### src/rtl/hazard_detect.sv
// Load-use / memory-wait / control hazard request generator with a stretched branch flush
// and a saturating stall-cycle counter.
module hazard_detect #(
    parameter int unsigned REG_AW         = 5,
    parameter int unsigned BRANCH_PENALTY = 1,
    parameter int unsigned CNT_W          = 32
) (
    input  logic              clk,
    input  logic              rst_n,
    input  logic [REG_AW-1:0] id_rs_addr,
    input  logic [REG_AW-1:0] id_rt_addr,
    input  logic              id_rs_read,
    input  logic              id_rt_read,
    input  logic              id_is_jump,
    input  logic [REG_AW-1:0] ex_wd,
    input  logic              ex_mem_read,
    input  logic              ex_branch_taken,
    input  logic              mem_req,
    input  logic              mem_ready,
    output logic              mem_ex_hazard,
    output logic              j_ctrl_hazard,
    output logic              branch_ctrl_hazard,
    output logic [CNT_W-1:0]  stall_cycles
);

    localparam int unsigned FLUSH_W = (BRANCH_PENALTY > 2) ? $clog2(BRANCH_PENALTY) : 1;
    localparam logic [FLUSH_W-1:0] FLUSH_INIT = FLUSH_W'(BRANCH_PENALTY - 1);
    localparam bit HAS_FLUSH = (BRANCH_PENALTY > 1);

    localparam logic [1:0] IDLE     = 2'd0;
    localparam logic [1:0] MEM_WAIT = 2'd1;
    localparam logic [1:0] BR_FLUSH = 2'd2;

    logic [1:0]         state_q, state_d;
    logic [FLUSH_W-1:0] flush_cnt_q, flush_cnt_d;
    logic [CNT_W-1:0]   stall_cycles_q, stall_cycles_d;

    logic mem_wait;
    logic load_use;
    logic idle_like;
    logic br_active;

    always_comb begin
        mem_wait = mem_req & ~mem_ready;
        load_use = ex_mem_read & (ex_wd != '0) &
                   ((id_rs_read & (id_rs_addr == ex_wd)) |
                    (id_rt_read & (id_rt_addr == ex_wd)));

        // The ready cycle of MEM_WAIT already behaves as IDLE, so a branch frozen in EX
        // flushes in the same cycle the memory access completes.
        idle_like = (state_q == IDLE) | ((state_q == MEM_WAIT) & ~mem_wait);
        br_active = (idle_like & ex_branch_taken & ~mem_wait) | (state_q == BR_FLUSH);

        branch_ctrl_hazard = rst_n & br_active & ~mem_wait;
        mem_ex_hazard      = rst_n & (mem_wait | (load_use & ~br_active));
        j_ctrl_hazard      = rst_n & id_is_jump & ~(mem_wait | (load_use & ~br_active)) &
                             ~br_active;
    end

    always_comb begin
        state_d     = state_q;
        flush_cnt_d = flush_cnt_q;
        case (state_q)
            IDLE, MEM_WAIT: begin
                if (mem_wait) begin
                    state_d = MEM_WAIT;
                end else if (ex_branch_taken && HAS_FLUSH) begin
                    state_d     = BR_FLUSH;
                    flush_cnt_d = FLUSH_INIT;
                end else begin
                    state_d = IDLE;
                end
            end
            BR_FLUSH: begin
                if (mem_wait) begin
                    state_d     = MEM_WAIT;
                    flush_cnt_d = '0;
                end else if (flush_cnt_q <= FLUSH_W'(1)) begin
                    state_d     = IDLE;
                    flush_cnt_d = '0;
                end else begin
                    flush_cnt_d = flush_cnt_q - FLUSH_W'(1);
                end
            end
            default: begin
                state_d     = IDLE;
                flush_cnt_d = '0;
            end
        endcase
    end

    always_comb begin
        stall_cycles_d = stall_cycles_q;
        if (mem_ex_hazard && (stall_cycles_q != '1)) begin
            stall_cycles_d = stall_cycles_q + CNT_W'(1);
        end
    end

    always_ff @(posedge clk or negedge rst_n) begin
        if (!rst_n) begin
            state_q        <= IDLE;
            flush_cnt_q    <= '0;
            stall_cycles_q <= '0;
        end else begin
            state_q        <= state_d;
            flush_cnt_q    <= flush_cnt_d;
            stall_cycles_q <= stall_cycles_d;
        end
    end

    assign stall_cycles = stall_cycles_q;

endmodule

### config.mk
export PLATFORM = sky130hd
export DESIGN_NAME = hazard_detect
export DESIGN_NICKNAME = d
export VERILOG_FILES = /design/src/rtl/hazard_detect.sv
export SDC_FILE = /design/constraint.sdc
export NUM_CORES = 1
export LEC_CHECK = 0
export CORE_UTILIZATION = 46
export DETAILED_ROUTE_END_ITERATION = 10
export GPL_ROUTABILITY_DRIVEN = 0
export PLACE_DENSITY = 0.79
export SYNTH_ARGS = -nofsm -noshare
export SYNTH_HDL_FRONTEND = slang
export SYNTH_SLANG_ARGS = --single-unit
export TNS_END_PERCENT = 10
### constraint.sdc
create_clock -name clk -period 2.87 [get_ports clk]
set_clock_uncertainty 0.15 [all_clocks]
set_input_delay 0.7175 -clock clk [delete_from_list [all_inputs] [get_ports clk]]
set_output_delay 0.7175 -clock clk [all_outputs]
set_load 0.01 [all_outputs]
==> results of run 1 <==
-- cell families after synthesis --
kind of cell / count (synthesis)
AOI/OAI and AO/OA: 4
DFF: 32
buffers and inverters: 7
and+or+nand+nor: 82
xor gates and xnor gates: 41
adders and majority gates: 1
muxes: 1
-- what timing repair did --
item | CTS | global route
endpoints found under the hold margin | 0 | 0
gates resized for setup | 27 | 2
endpoints found under the setup margin | 4 | 1
cloned | 0 | 0
pin swaps | 4 | 2
-- path summary, 6_finish.rpt --
check	end	depth (start not counted)	slack (ns)	startpoint
worst max-delay path	mem_ex_hazard	6	0.06	ex_wd[4]
worst min-delay path	stall_cycles[15]	1	0.34	stall_cycles[15]
worst max register to register	stall_cycles[14]	9	0.45	stall_cycles[0]
worst min register to register	stall_cycles[15]	1	0.34	stall_cycles[15]
max in group asynchronous	stall_cycles[12]	2	1.65	rst_n
min in group asynchronous	stall_cycles[4]	2	0.63	rst_n
-- worst reg2reg max path, cell delays in order (launching register included) --
cell and delay, ns:
dfrtp_1 0.44, ha_1 0.28, nand3_1 0.10, nor2_1 0.04, buf_4 0.15, and3_1 0.18
nand2b_1 0.36, buf_4 0.27, nand4_1 0.14, xnor2_1 0.17
-- metrics by stage --
step / hold slack, ns / utilization (%) / TNS, ns / power (mW)
3_3_place_gp: 0.325 / 66.6 / -2.37 / 0.755
6_report: 0.337 / 69.5 / 0 / 1.11
5_1_grt: 0.353 / 69.5 / 0 / 1.16
4_1_cts: 0.343 / 69.2 / 0 / 1.12
3_5_place_dp: 0.330 / 66.6 / -4.78 / 0.767
2_1_floorplan: 0.272 / - / 0 / 0.627
-- layout by cell type, fill, tap and decap left out, drive strengths merged --
cell type | Yosys | routed
nand4b | 2 | 2
nand2b | 3 | 3
a21oi | 1 | 1
clkdlybuf4s50 | 0 | 48
and2 | 7 | 7
dlymetal6s2s | 0 | 1
nand4 | 20 | 20
inv | 1 | 1
dfrtp | 32 | 32
dlygate4sd2 | 0 | 4
buf | 6 | 11
nand2 | 6 | 6
nand3 | 15 | 15
clkbuf | 0 | 8
o22ai | 1 | 1
a31o | 1 | 1
xnor2 | 41 | 41
and4 | 6 | 6
mux2 | 1 | 1
nor3b | 1 | 1
nor2 | 3 | 3
o21a | 1 | 1
clkdlybuf4s15 | 0 | 2
or4 | 1 | 1
ha | 1 | 1
and3 | 18 | 18
-- synth_stat cells (2+ instances only) --
| cell type | instances | share of area (%) |
|---|---|---|
| dfrtp_1 | 32 | 43 |
| buf_4 | 2 | 0.80 |
| and3_1 | 17 | 5.6 |
| nand4_2 | 8 | 5.3 |
| and2_1 | 7 | 2.3 |
| nand4_1 | 12 | 4.0 |
| xnor2_1 | 41 | 19 |
| nor2_1 | 3 | 0.60 |
| and4_1 | 6 | 2.8 |
| nand2_1 | 6 | 1.2 |
| buf_6 | 3 | 1.8 |
| nand3_2 | 12 | 6.4 |
| nand3_1 | 3 | 0.80 |
| nand4b_1 | 2 | 0.93 |
| nand2b_1 | 3 | 1.0 |
-- cell type report --
cell class	count	area [um^2]	area share, %
Tap cell	48	60.1	2.27
Inverter	1	3.75	0.142
Timing Repair Buffer	66	631	23.9
Multi-Input combinational cell	129	1050	40.0
Sequential cell	32	801	30.3
Clock buffer	8	90.1	3.41
-- where the power goes --
part	internal (mW)	switching, mW	leakage (nW)
Clock	0.195	0.156	0.0455
Sequential	0.482	0.0472	0.440
Combinational	0.133	0.0952	0.617
-- metal layers --
layer / vias up / part of all wire (%) / global-route usage [%]
met3: 8 / 6.0 / 5.17
met5: - / 0 / 0
li1: 740 / - / -
met4: 0 / 2.0 / 9.84
met2: 63 / 50 / 36.7
met1: 763 / 42 / 26.0
==> reports/qor.yml, run 1 <==
clock_network:
  cts_tree: "done"
  clock_sinks: 32
  post-cts-setup-buffers: 0
  clk_path_buf_depth: 2
  numCtsBuffers: 5
  ctsHtreeMaxLevel: 2
  cts_hold_buf: 0
  root_buffer: "clkbuf_8"
  clock_latency_ns: 0.28
  cts.clk_slew.worst_paths_ns: 0.06
synth:
  synth_edf_count: 0
  yosys.area_share.xor_xnor_pct: 19.1
  ys_seq_elements: 32
  synth_nets: 193
  syn-cell-area_um2: 1880
  synth_compound_area_share_pct: 1.93
  synth_sequential_area_ratio_pct: 42.5
  yosysUniqueCellTypes: 26
  async_reset_ff_share_pct: 100
  syn-instance-count: 168
  muxShareOfSynthArea_pct: 0.598
  yosysWarnings: 0
  ys.flop_type: "dfrtp_1"
  synth_fa_ha_area_share_pct: 0.664
  synth_top_family_by_area: "simple AND/OR/NAND/NOR gates"
  synthSimpleGateAreaFrac_pct: 32.2
  syn_avg_cell_area_um2: 11.2
drt:
  wire_per_inst_um: 15.0
  via_count: 1574
  firstDrtPassIters: 4
  avgViaCountPerCell: 5.54
  antenna_left: 0
  wl_um: 4270
  drc: 0
  drt_iter0_markers: 73
timing:
  fmax_ghz: 0.355
  fin_crit_sh_pct: 98.0
  rsz0062_at_grt: "false"
  worstMarginPinSlew_ns: 0.487
  maxSlewHeadroom_pct: 67.5
  setup-violations-final: 0
  min_period_ns: 2.81
  finalHoldViolations: 0
  setup_slack_ns: 0.0570
  drv_slew: 0
setup_path:
  crit_fanout: 3
  cpPeakStageDelay_ns: 0.43
  required_ns: 2.00
  critPathKind: "input pin to output pin"
  path_buf_inv: 2
  crit_chain: "dlygate4sd2_1 -> or4_4 -> nor2_4 -> nor3b_2 -> a31o_4 -> buf_6"
  cp-end-kind: "output pin"
  critical-path-top-delay-family: "simple AND/OR/NAND/NOR gates"
  crit_slowest_cell: "or4_4"
  critPathArrivalTime_ns: 1.95
  crit_path_start_kind: "input pin"
grt:
  grt_usage_pct: 21.7
  grt_overflow: 0
  grt_first_pass_wirelength_um: 7020
  grt_max_degree: 33
  grt_pass1_vias: 1569
  antenna_found_initial: 0
layout:
  area_growth_pct: 40.2
  fin_nets: 260
  fin_cells: 284
  drive_gt1_share_pct: 19.5
  final_cell_area_um2: 2640
  largest_reg_flops: 32
  fillerInstances: 268
  antenna_cells: 0
placement:
  dpl_cell_area_um2: 2530
  hpwl_um: 3240
  portBuffers: 58
  dpl_worst_slack_ns: -0.621
  dp.cells: 276
job:
  max-cap-violations: 0
floorplan:
  dieArea_um2: 4350
  die_w_um: 66.0
  ios: 59
  rows: 22
  die_h_um: 66.0
  core_area_um2: 3800
  start_util_pct: 49.6
min_path:
  min_path_type: "register to register"
outcome:
  status: "finished clean"
pwr:
  p_leak_nw: 1.10
  power_density_nw_per_um2: 420
  ir_drop_mv: 0.264
No activity file was read; power rests on OpenSTA's default activity.
==> run 2, diff against run 1 <==
--- a/config.mk
+++ b/config.mk
@@ -6,8 +6,8 @@
 export NUM_CORES = 1
 export LEC_CHECK = 0
-export CORE_UTILIZATION = 46
+export CORE_UTILIZATION = 42
 export DETAILED_ROUTE_END_ITERATION = 10
 export GPL_ROUTABILITY_DRIVEN = 0
-export PLACE_DENSITY = 0.79
+export PLACE_DENSITY = 0.76
 export SYNTH_ARGS = -nofsm -noshare
 export SYNTH_HDL_FRONTEND = slang
==> constraint.sdc (replaced) <==
create_clock -name clk -period 2.3 [get_ports clk]
set_clock_uncertainty 0.15 [all_clocks]
set_input_delay 0.575 -clock clk [delete_from_list [all_inputs] [get_ports clk]]
set_output_delay 0.575 -clock clk [all_outputs]
set_load 0.05 [all_outputs]
==> reports/qor.yml, run 2 (synthesized netlist as in run 1, its figures left out) <==
layout:
  final_cell_area_um2: 2710  # was 2640 um^2
  area_growth_pct: 44.0  # was 40.2%
  fillerInstances: 361  # was 268
  layout_commonest_cell: "xnor2_1"  # was clkdlybuf4s50_1
  layout_common_cells: "xnor2_1, buf_4, dfrtp_1"  # was clkdlybuf4s50_1, xnor2_1, dfrtp_1
  largest_reg_flops: 32  # unchanged
  antenna_cells: 0  # unchanged
  multi_input_area_um2: 1070  # was 1050 um^2
  regArea_um2: 801  # unchanged
  drive_gt1_share_pct: 33.1  # was 19.5%
  fin_nets: 269  # was 260
  final_util_pct: 65.4  # was 69.5%
  fin_cells: 295  # was 284
clock_network:
  cts.clk_slew.worst_paths_ns: 0.06  # about the same
  clock_latency_ns: 0.28  # about the same
  clock_sinks: 32  # unchanged
  ctsHtreeMaxLevel: 2  # unchanged
  root_buffer: "clkbuf_8"  # unchanged
  cts_tree: "done"  # unchanged
  numCtsBuffers: 5  # unchanged
  clk_path_buf_depth: 2  # unchanged
  cts_hold_buf: 0  # unchanged
grt:
  grt_usage_pct: 20.1  # was 21.7%
  grt_first_pass_wirelength_um: 6890  # was 7020 um
  grt_overflow: 0  # unchanged
  grt_max_degree: 33  # unchanged
  antenna_found_initial: 0  # unchanged
  grt_pass1_vias: 1447  # was 1569
floorplan:
  start_util_pct: 45.4  # was 49.6%
  dieArea_um2: 4760  # was 4350 um^2
  core_area_um2: 4140  # was 3800 um^2
  die_w_um: 69.0  # was 66.0 um
  ios: 59  # unchanged
  die_h_um: 69.0  # was 66.0 um
  rows: 23  # was 22
setup_path:
  critical-path-top-delay-family: "simple AND/OR/NAND/NOR gates"  # unchanged
  cp-end-kind: "output pin"  # unchanged
  cpPeakStageDelay_ns: 0.53  # was 0.43 ns
  critPathKind: "input pin to output pin"  # unchanged
  path_buf_inv: 2  # unchanged
  crit_chain: "buf_6 -> or4_4 -> nor2_4 -> nor3b_2 -> a31o_4 -> buf_12"  # was dlygate4sd2_1 -> or4_4 -> nor2_4 -> nor3b_2 -> a31o_4 -> buf_6
  crit_fanout: 2  # was 3
  critPathArrivalTime_ns: 1.77  # was 1.95 ns
  required_ns: 1.57  # was 2.00 ns
  crit_path_start_kind: "input pin"  # unchanged
  crit_slowest_cell: "or4_4"  # unchanged
pwr:
  power_density_nw_per_um2: 587  # was 420 nW/um^2
  p_leak_nw: 1.26  # was 1.10 nW
  ir_drop_mv: 0.300  # was 0.264 mV
timing:
  setup-violations-final: 2  # was 0
  worstMarginPinSlew_ns: 0.503  # was 0.487 ns
  fmax_ghz: 0.400
  maxSlewHeadroom_pct: 66.4  # was 67.5%
  min_period_ns: 2.50
  setup_slack_ns: -0.200  # was 0.0570 ns
  finalHoldViolations: 0  # unchanged
  drv_slew: 0  # unchanged
  timing.setup.tns_ns: -0.343  # was 0 ns
  rsz0062_at_grt: "true"  # was false
  fin_crit_sh_pct: 109
drt:
  avgViaCountPerCell: 5.19  # was 5.54
  wire_per_inst_um: 14.6  # was 15.0 um
  drc: 0  # unchanged
  drt_iter0_markers: 89  # was 73
  via_count: 1531  # was 1574
  antenna_left: 0  # unchanged
  firstDrtPassIters: 4  # unchanged
  wl_um: 4300  # was 4270 um
placement:
  dpl_cell_area_um2: 2580  # was 2530 um^2
  dp.cells: 286  # was 276
  portBuffers: 58  # unchanged
  hpwl_um: 3180  # was 3240 um
job:
  max-cap-violations: 0  # unchanged
min_path:
  min_path_type: "register to register"  # unchanged
outcome:
  violations: "setup timing"
  status: "finished, violations left"  # was finished clean
## run 2: cell count changes in the layout (fill, tap and decap cells not counted), sizes merged, moves of 2 or more
cell / previous run / this run
buf: 11 / 44
clkbuf: 8 / 6
clkdlybuf4s50: 48 / 17
dlymetal6s2s: 1 / 3
dlygate4sd2: 4 / 10
## run 2: layout make-up
type	count	area share [%]
multi-input combinational	129	39.3
sequential	32	29.5
timing repair buffer	75	24.7
clock buffer	6	2.68
tap	50	2.31
clock inverter	2	1.29
inverter	1	0.138
## run 2: metrics by stage
stage | setup WS [ns] | hold WS [ns] | power [mW]
after floorplan | -0.0940 | 0.129 | 0.910
after global placement | -0.542 | 0.330 | 1.07
after detailed placement | -0.589 | 0.334 | 1.08
after CTS | -0.254 | 0.347 | 1.61
after global routing | -0.224 | 0.357 | 1.67
final | -0.200 | 0.344 | 1.59
## run 2: path summary, 6_finish.rpt
kind | from | endpoint | slack (ns) | cells after the start
max in group asynchronous | rst_n | stall_cycles[24] | 0.95 | 2
worst min register to register | stall_cycles[19] | stall_cycles[19] | 0.34 | 1
min in group asynchronous | rst_n | stall_cycles[4] | 0.75 | 2
worst max register to register | stall_cycles[0] | stall_cycles[30] | 0.16 | 8
worst max-delay path | ex_wd[3] | mem_ex_hazard | -0.20 | 6
worst min-delay path | stall_cycles[19] | stall_cycles[19] | 0.34 | 1
## run 2: where the power goes
part / leakage [nW] / switching [mW] / internal, mW / total, mW
logic: 0.767 / 0.248 / 0.159 / 0.407
clock network: 0.0552 / 0.207 / 0.321 / 0.528
registers: 0.440 / 0.0545 / 0.602 / 0.656
## run 2: what timing repair did
action / CTS / global route
cloned: 0 / 0
pin swaps: 20 / 4
buffers inserted: 1 / 0
setup endpoints to repair: 34 / 10
resized for setup: 31 / 7
## run 2: per-layer routing
layer | share of wire (%) | GRT usage, % | vias to the layer above
met5 | 0 | 0 | -
met4 | 0.30 | 5.36 | 0
met2 | 47 | 30.2 | 33
li1 | - | - | 754
met3 | 3.8 | 5.92 | 2
met1 | 49 | 27.8 | 742
